<file path="src/rtl/bcd_time_keeper_pkg.sv">
// Shared constants and helpers for the BCD time keeper: field moduli,
// digit widths and decimal-to-BCD conversion for reset preload values.
package bcd_time_keeper_pkg;

  localparam int unsigned SEC_MOD     = 60;
  localparam int unsigned MIN_MOD     = 60;
  localparam int unsigned HOUR_MOD    = 24;

  localparam int unsigned UNITS_W     = 4;
  localparam int unsigned SEC_TENS_W  = 3;
  localparam int unsigned MIN_TENS_W  = 3;
  localparam int unsigned HOUR_TENS_W = 2;

  // Two-digit packed BCD {tens, units} from a decimal value below 100.
  function automatic logic [7:0] to_bcd(input int unsigned value);
    return {4'(value / 10), 4'(value % 10)};
  endfunction

endpackage

</file>
<file path="src/rtl/bcd_mod_counter.sv">
// Two-digit BCD counter wrapping at MODULO-1 -> 00; carry flags the wrap
// combinationally so the parent can chain fields within a single cycle.
module bcd_mod_counter
  import bcd_time_keeper_pkg::*;
#(
  parameter int unsigned MODULO = 60,
  parameter int unsigned TENS_W = 3,
  parameter logic [7:0]  INIT   = 8'h00
) (
  input  logic              clk,
  input  logic              reset,
  input  logic              inc,
  input  logic              clear,
  output logic [TENS_W-1:0] tens,
  output logic [UNITS_W-1:0] units,
  output logic              carry
);

  localparam logic [TENS_W-1:0]  MAX_TENS   = TENS_W'((MODULO - 1) / 10);
  localparam logic [UNITS_W-1:0] MAX_UNITS  = UNITS_W'((MODULO - 1) % 10);
  localparam logic [TENS_W-1:0]  INIT_TENS  = TENS_W'(INIT[7:4]);
  localparam logic [UNITS_W-1:0] INIT_UNITS = INIT[3:0];

  logic [TENS_W-1:0]  tens_q, tens_d;
  logic [UNITS_W-1:0] units_q, units_d;
  logic               at_max;

  // Clear has priority; units roll into tens, tens wrap at the field modulus.
  always_comb begin
    tens_d  = tens_q;
    units_d = units_q;
    at_max  = (tens_q == MAX_TENS) && (units_q == MAX_UNITS);
    if (clear) begin
      tens_d  = '0;
      units_d = '0;
    end else if (inc) begin
      if (at_max) begin
        tens_d  = '0;
        units_d = '0;
      end else if (units_q == UNITS_W'(9)) begin
        tens_d  = tens_q + TENS_W'(1);
        units_d = '0;
      end else begin
        units_d = units_q + UNITS_W'(1);
      end
    end
  end

  always_ff @(posedge clk or posedge reset) begin
    if (reset) begin
      tens_q  <= INIT_TENS;
      units_q <= INIT_UNITS;
    end else begin
      tens_q  <= tens_d;
      units_q <= units_d;
    end
  end

  assign carry = inc && !clear && at_max;
  assign tens  = tens_q;
  assign units = units_q;

endmodule

</file>
<file path="src/rtl/bcd_time_keeper.sv">
// 24-hour BCD clock: 1 Hz tick advances seconds with carries; adjust
// pulses bump minutes/hours without carry and suppress that cycle's tick.
module bcd_time_keeper
  import bcd_time_keeper_pkg::*;
#(
  parameter int unsigned INIT_HOURS   = 0,
  parameter int unsigned INIT_MINUTES = 0
) (
  input  logic                   clk,
  input  logic                   reset,
  input  logic                   tick,
  input  logic                   adj_min,
  input  logic                   adj_hour,
  output logic [HOUR_TENS_W-1:0] hour_tens,
  output logic [UNITS_W-1:0]     hour_units,
  output logic [MIN_TENS_W-1:0]  min_tens,
  output logic [UNITS_W-1:0]     min_units,
  output logic [SEC_TENS_W-1:0]  sec_tens,
  output logic [UNITS_W-1:0]     sec_units,
  output logic                   day_wrap
);

  logic tick_ok;
  logic sec_carry, min_carry, hour_carry;
  logic min_inc, hour_inc;
  logic day_wrap_q, day_wrap_d;

  // Any adjust pulse discards the tick, so carries only come from a clean tick.
  always_comb begin
    tick_ok    = tick && !adj_min && !adj_hour;
    min_inc    = adj_min || (tick_ok && sec_carry);
    hour_inc   = adj_hour || (tick_ok && sec_carry && min_carry);
    day_wrap_d = tick_ok && sec_carry && min_carry && hour_carry;
  end

  bcd_mod_counter #(
    .MODULO (SEC_MOD),
    .TENS_W (SEC_TENS_W),
    .INIT   (8'h00)
  ) u_sec (
    .clk   (clk),
    .reset (reset),
    .inc   (tick_ok),
    .clear (adj_min),
    .tens  (sec_tens),
    .units (sec_units),
    .carry (sec_carry)
  );

  bcd_mod_counter #(
    .MODULO (MIN_MOD),
    .TENS_W (MIN_TENS_W),
    .INIT   (to_bcd(INIT_MINUTES))
  ) u_min (
    .clk   (clk),
    .reset (reset),
    .inc   (min_inc),
    .clear (1'b0),
    .tens  (min_tens),
    .units (min_units),
    .carry (min_carry)
  );

  bcd_mod_counter #(
    .MODULO (HOUR_MOD),
    .TENS_W (HOUR_TENS_W),
    .INIT   (to_bcd(INIT_HOURS))
  ) u_hour (
    .clk   (clk),
    .reset (reset),
    .inc   (hour_inc),
    .clear (1'b0),
    .tens  (hour_tens),
    .units (hour_units),
    .carry (hour_carry)
  );

  always_ff @(posedge clk or posedge reset) begin
    if (reset) begin
      day_wrap_q <= 1'b0;
    end else begin
      day_wrap_q <= day_wrap_d;
    end
  end

  assign day_wrap = day_wrap_q;

endmodule

</file>
<file path="config.mk">
export PLATFORM = sky130hd
export DESIGN_NAME = bcd_time_keeper
export DESIGN_NICKNAME = d
export VERILOG_FILES = /design/src/rtl/bcd_time_keeper_pkg.sv /design/src/rtl/bcd_mod_counter.sv /design/src/rtl/bcd_time_keeper.sv
export SDC_FILE = /design/constraint.sdc
export NUM_CORES = 1
export LEC_CHECK = 0
export BUFFER_PORTS_ARGS = -buffer_cell sky130_fd_sc_hd__buf_2
export CORE_MARGIN = 3
export CORE_UTILIZATION = 60
export CTS_BUF_LIST = sky130_fd_sc_hd__clkbuf_4
export CTS_CLUSTER_DIAMETER = 50
export DETAILED_ROUTE_END_ITERATION = 10
export GPL_TIMING_DRIVEN = 0
export PLACE_DENSITY = 0.92
export SYNTH_ARGS = -nofsm -noshare
export SYNTH_HDL_FRONTEND = slang
export SYNTH_HIERARCHICAL = 1
export SYNTH_SLANG_ARGS = --single-unit
</file>
<file path="constraint.sdc">
create_clock -name clk -period 10 [get_ports clk]
set_clock_uncertainty 0.2 [all_clocks]
set_input_delay 0.5 -clock clk [delete_from_list [all_inputs] [get_ports clk]]
set_output_delay 0.5 -clock clk [all_outputs]
set_load 0.01 [all_outputs]
</file>
* Word-level counts from Yosys, hierarchy flattened
Cells that the tools add are included.
** Cells by class
- Add/sub/neg operators :: 6
- Equal/unequal tests :: 7
- Multiplexer cells :: 16
- Reductions and logical operators :: 23
** Operator list (count)
- 4-bit 2-to-1 mux :: 8
- 3-bit 2-to-1 mux :: 6
- 4-bit by 1-bit adder with 4-bit output, second input constant :: 3
- 4-bit == test, second input constant :: 3
- 1-bit logical AND :: 12
- 3-bit by 1-bit adder with 3-bit output, second input constant :: 2
- 3-bit == test, second input constant :: 2
- 2-bit AND reduction :: 3
- 2-bit nonzero test :: 3
- 4-bit by 2-bit == test with 1-bit output, second input constant :: 1
- 2-bit 2-to-1 mux :: 2
- 3-bit nonzero test :: 1
- 2-bit by 1-bit adder with 2-bit output, second input constant :: 1
- 2-bit == test, second input constant :: 1
- 1-bit logical NOT :: 2
- 1-bit logical OR :: 2
** Storage, ports and cells
- Register bits after elaboration :: 21
- Bits of input ports :: 5
- Output and inout bits :: 21
- Word-level logic and storage cells :: 59

* Depth between registers and ports, before layout
- Word-level depth :: 12
- Mapped depth :: 12
- Depth with buffers taken out :: 12

* Hierarchy
Netlist, hierarchy kept.
** Modules (own cells, without submodules)
- bcd_mod_counter at u_min ... :: instances 2, cells an instance 45, area an instance 432.9 um^2, seq. area each 175.2 um^2
- bcd_mod_counter at u_hour :: instances 1, cells an instance 41, area an instance 395.4 um^2, seq. area each 150.1 um^2
- bcd_time_keeper :: instances 1, cells an instance 9, area an instance 77.6 um^2, seq. area each 25.0 um^2

* Worst setup path before layout
No wires, ideal clock.
- Kind :: input to register
- Start :: in adj_min
- End :: reg u_hour.units_q[2] (netlist: u_hour/units[2])
- Library setup time :: 0.077 ns
- Data arrival time :: 3.172 ns
- Data required time :: 9.723 ns
- Slack :: 6.551 ns
- Stages :: 11
- Path buffers :: 0
- Cell sequence :: nor3b_2 > nand4b_4 > nor3_1 > nand2_1 > o21ai_0 > nand4b_4 > nor3_1 > a41o_2 > nand2_1 > or4_1 > a21oi_1
** On the way
- Word-level cells in the longest chain between the ends :: 10
** Ends and longest elaborated chain
- start, declared :: line bcd_time_keeper.sv:12 : input logic adj_min,
- 1-bit logical NOT (*) :: line bcd_mod_counter.sv:59, bcd_time_keeper.sv:30
- 1-bit logical AND (2 in series) :: line bcd_time_keeper.sv:30 : tick_ok = tick && !adj_min && !adj_hour;
- 1-bit logical AND (*) (2 in series) :: line bcd_mod_counter.sv:59 : assign carry = inc && !clear && at_max;
- via sec_carry :: line bcd_time_keeper.sv:24 : logic sec_carry, min_carry, hour_carry;
- 1-bit logical AND (*) :: line bcd_time_keeper.sv:31 : min_inc = adj_min || (tick_ok && sec_carry);
- 1-bit logical OR (*) :: line bcd_time_keeper.sv:31
- via min_inc :: line bcd_time_keeper.sv:25 : logic min_inc, hour_inc;
- 1-bit logical AND (*) :: line bcd_mod_counter.sv:59
- via min_carry :: line bcd_time_keeper.sv:24
- 1-bit logical AND (*) :: line bcd_time_keeper.sv:32 : hour_inc = adj_hour || (tick_ok && sec_carry && min_carry);
- 1-bit logical OR (*) :: line bcd_time_keeper.sv:32
- via hour_inc :: line bcd_time_keeper.sv:25
- end signal, assigned :: line bcd_mod_counter.sv:55 : units_q <= units_d;
- end, declared :: line bcd_mod_counter.sv:25 : logic [UNITS_W-1:0] units_q, units_d;
The timed path passes the listed nets; every way through them passes the cells marked *.
A chain may end at the register's enable or synchronous reset.

* Worst setup path in the final report
- Start :: in adj_min
- End :: reg u_hour.units_q[2] (netlist: u_hour/units[2])
** On the way
- Word-level cells in the longest chain between the ends :: 10
** Ends and longest elaborated chain
- 1-bit logical NOT :: line bcd_time_keeper.sv:30
- 1-bit logical AND (2 in series) :: line bcd_time_keeper.sv:30
- via tick_ok :: line bcd_time_keeper.sv:23 : logic tick_ok;
- 1-bit logical AND (2 in series) :: line bcd_mod_counter.sv:59
- via sec_carry :: line bcd_time_keeper.sv:24
- 1-bit logical AND :: line bcd_time_keeper.sv:31
- 1-bit logical OR :: line bcd_time_keeper.sv:31
- via min_inc :: line bcd_time_keeper.sv:25
- 1-bit logical AND :: line bcd_mod_counter.sv:59
- via min_carry :: line bcd_time_keeper.sv:24
- 1-bit logical AND :: line bcd_time_keeper.sv:32
- 1-bit logical OR :: line bcd_time_keeper.sv:32
- via hour_inc :: line bcd_time_keeper.sv:25
The timed path passes the listed nets, and every way through them passes these cells.

==> flow_summary.toml <==
[cts]
clock-root-buffer = "clkbuf_4"
postCtsResizedCells = 0
hold_buffers = 1
htreeDepth = 1
cts.sinks = 21
cts_tree = "yes"
clk_path_buf_depth = 2
cts_buffers = 3
path_clk_slew_ps = 120
clock_latency_ps = 300
postCtsSetupRepairBufs = 0

[cells_and_area]
ff_latch_area_um2 = 526
layout_commonest_cell = "buf_2"
drive_gt1_share_pct = 22.2
num-fill-cells = 159
syn_to_final_growth_pct = 15.1
fin_area_um2 = 1540
fin_util_pct = 75.5
antenna_cells = 0
final_cell_mix = "buf_2 (25), dfrtp_1 (21), a21oi_1 (18), nand2_1 (16)"
multi_input_area_um2 = 764
nets = 188

[sta]
fmax_mhz = 250
fin_crit_sh_pct = 40.0
setup_viol = 0
fin_crit_ps = 4000
tightest_slew_ps = 981
drv_slew = 0
tns_ps = 0
hold-worst-slack_ps = 381
rsz0062_at_grt = "no"
hold_viol = 0
relSlewSlack_pct = 33.9

[route]
avgViaCountPerCell = 5.82
via_count = 1153
firstDrtPassIters = 6
post_drt_wl_per_cell_um = 14.6
drt_iter0_drc = 17
wl_met3_um = 96
drcViolationCount = 0
wl_met2_um = 1560
wl_um = 2890
m1WireLength_um = 1190
highest_layer = "met4"
ant_nets = 0

[power]
cellPowerDensity_nw_per_um2 = 96.1
pwr-share-seq_pct = 59.8
p_int_mw = 0.110
p_clk_share_pct = 29.8
vdd_drop_max_uv = 70.2
power.net_switching_mw = 0.0376
netSwitchingFraction_pct = 25.4
total_leakage_power_nw = 0.767
combPwrFrac_pct = 10.5

[global_routing]
grt_pass1_wl_um = 4820
gr-usage-all-layers_pct = 23.1
grt_start_max_net_pins = 12
grt_pass1_vias = 1093
antenna_found_initial = 0
grt-ovfl-total = 0

[yosys]
syn_avg_cell_area_um2 = 9.56
yosys_warnings = 6
synth_top_cell_area_share_pct = 39.3
synth_seq_cells = 21
syn_inst = 140
syn_area_um2 = 1340
synth_top_area_cell = "dfrtp_1"
synth_area_leaders = "dfrtp_1 (39%), ha_1 (10%), a21oi_1 (6.7%)"
yosysUniqueCellTypes = 29
synth.yosys.seq_area_share_pct = 39.3

[placed_design]
port_buffers = 25
place_congestion = 0.730
placed_area_um2 = 1500
dp_hpwl_um = 2200

[worst_setup_path]
critical_path_class = "in -> reg"
crit_path_max_fanout = 9
cp.required_ps = 10030
critPathLaunchType = "input pin"
endpoint_kind = "register"
crit_arrival_ps = 4030

[floorplanning]
die_h_um = 53.2
dieArea_um2 = 2830
io_pins = 26
start_util_pct = 65.6
die_x_um = 53.2
core_area_um2 = 2040
rows = 16

[status]
status = "completed"

[job]
max_cap_viol_count = 0

[worst_hold_path]
hp-class = "reg -> reg"
==> cells in the mapped netlist, drive strengths merged <==
cell and count:
buf 1, ha 11, nor3 4, nand3b 7, nor3b 2, clkbuf 2
dfrtp 21, a21oi 18, a21boi 3, nand4bb 1, inv 11, and4 1
nor2 3, and3b 1, nor2b 1, mux2 2, a41o 1, and4b 3
or3b 8, and4bb 1, or4 1, nand2b 6, conb 1, nand4b 4
nand2 16, o21ai 10
==> registers in the layout, summed over array words and instances (netlist names) <==
name and cells:
day_wrap 1, u_hour/tens 2, u_hour/units 4, u_min/tens 3, u_min/units 4, u_sec/tens 3
u_sec/units 4
==> cells by family after synthesis <==
| logic type | Yosys count | share of synthesized area (%) |
|---|---|---|
| adders and majority gates | 11 | 10.3 |
| DFF | 21 | 39.3 |
| buffers and inverters | 14 | 3.93 |
| other | 1 | 0.280 |
| and+or+nand+nor | 59 | 31.6 |
| muxes | 2 | 1.68 |
| AOI/OAI and AO/OA | 32 | 13.0 |
==> per-layer routing <==
layer  vias to the layer above  global-route usage [%]
li1                        557                       -
met1                       563                    28.7
met2                        27                    40.0
met3                         6                    3.10
met4                         0                    8.51
met5                         -                       0
==> power groups by stage <==
| stage | registers (mW) | logic, mW | clock network, mW |
|---|---|---|---|
| 6_report | 0.0885 | 0.0155 | 0.0441 |
| 5_1_grt | 0.0890 | 0.0173 | 0.0479 |
| 4_1_cts | 0.0885 | 0.0151 | 0.0456 |
| 3_5_place_dp | 0.0902 | 0.0147 | 0 |
| 3_3_place_gp | 0.0900 | 0.0140 | 0 |
| 2_1_floorplan | 0.0904 | 0.00922 | 0 |
==> cell type report <==
type                            count  share of cell area (%)
Sequential cell                    21                    34.1
Buffer                              3                   0.731
Tap cell                           27                    2.19
Timing Repair Buffer               26                    8.77
Inverter                           11                    2.68
Clock buffer                        4                    1.95
Multi-Input combinational cell    106                    49.6
==> final timing paths <==
| kind | startpoint | slack (ps) | cells after the start | to |
|---|---|---|---|---|
| hold / removal | u_min/tens[1]$_DFFE_PP0P_ | 380 | 2 | u_min/tens[1]$_DFFE_PP0P_ |
| max in group asynchronous | reset | 8840 | 3 | u_min/tens[1]$_DFFE_PP0P_ |
| hold reg to reg | u_min/tens[1]$_DFFE_PP0P_ | 380 | 2 | u_min/tens[1]$_DFFE_PP0P_ |
| min in group asynchronous | reset | 440 | 3 | day_wrap$_DFF_PP0_ |
| setup reg to reg | u_sec/units[1]$_DFFE_PP0P_ | 6110 | 12 | u_hour/units[2]$_DFFE_PP0P_ |
| setup / recovery | adj_min | 6000 | 12 | u_hour/units[2]$_DFFE_PP0P_ |
==> through the flow <==
step | setup slack, ps | cells | power (mW)
final | 6000 | 198 | 0.148
after global routing | 5740 | 198 | 0.154
after CTS | 6100 | 198 | 0.149
after detailed placement | 5810 | 193 | 0.105
after global placement | 5970 | 193 | 0.104
after floorplan | 6550 | 141 | 0.0997
==> critical path: stages <==
cell	delay, ps
buf_2	120
nor3b_2	510
nand4b_4	200
nor3_1	360
nand2_1	80
o21ai_0	770
nand4b_4	210
nor3_1	290
a41o_2	310
nand2_1	90
or4_1	420
a21oi_1	170
(Power assumes the default switching activity.)
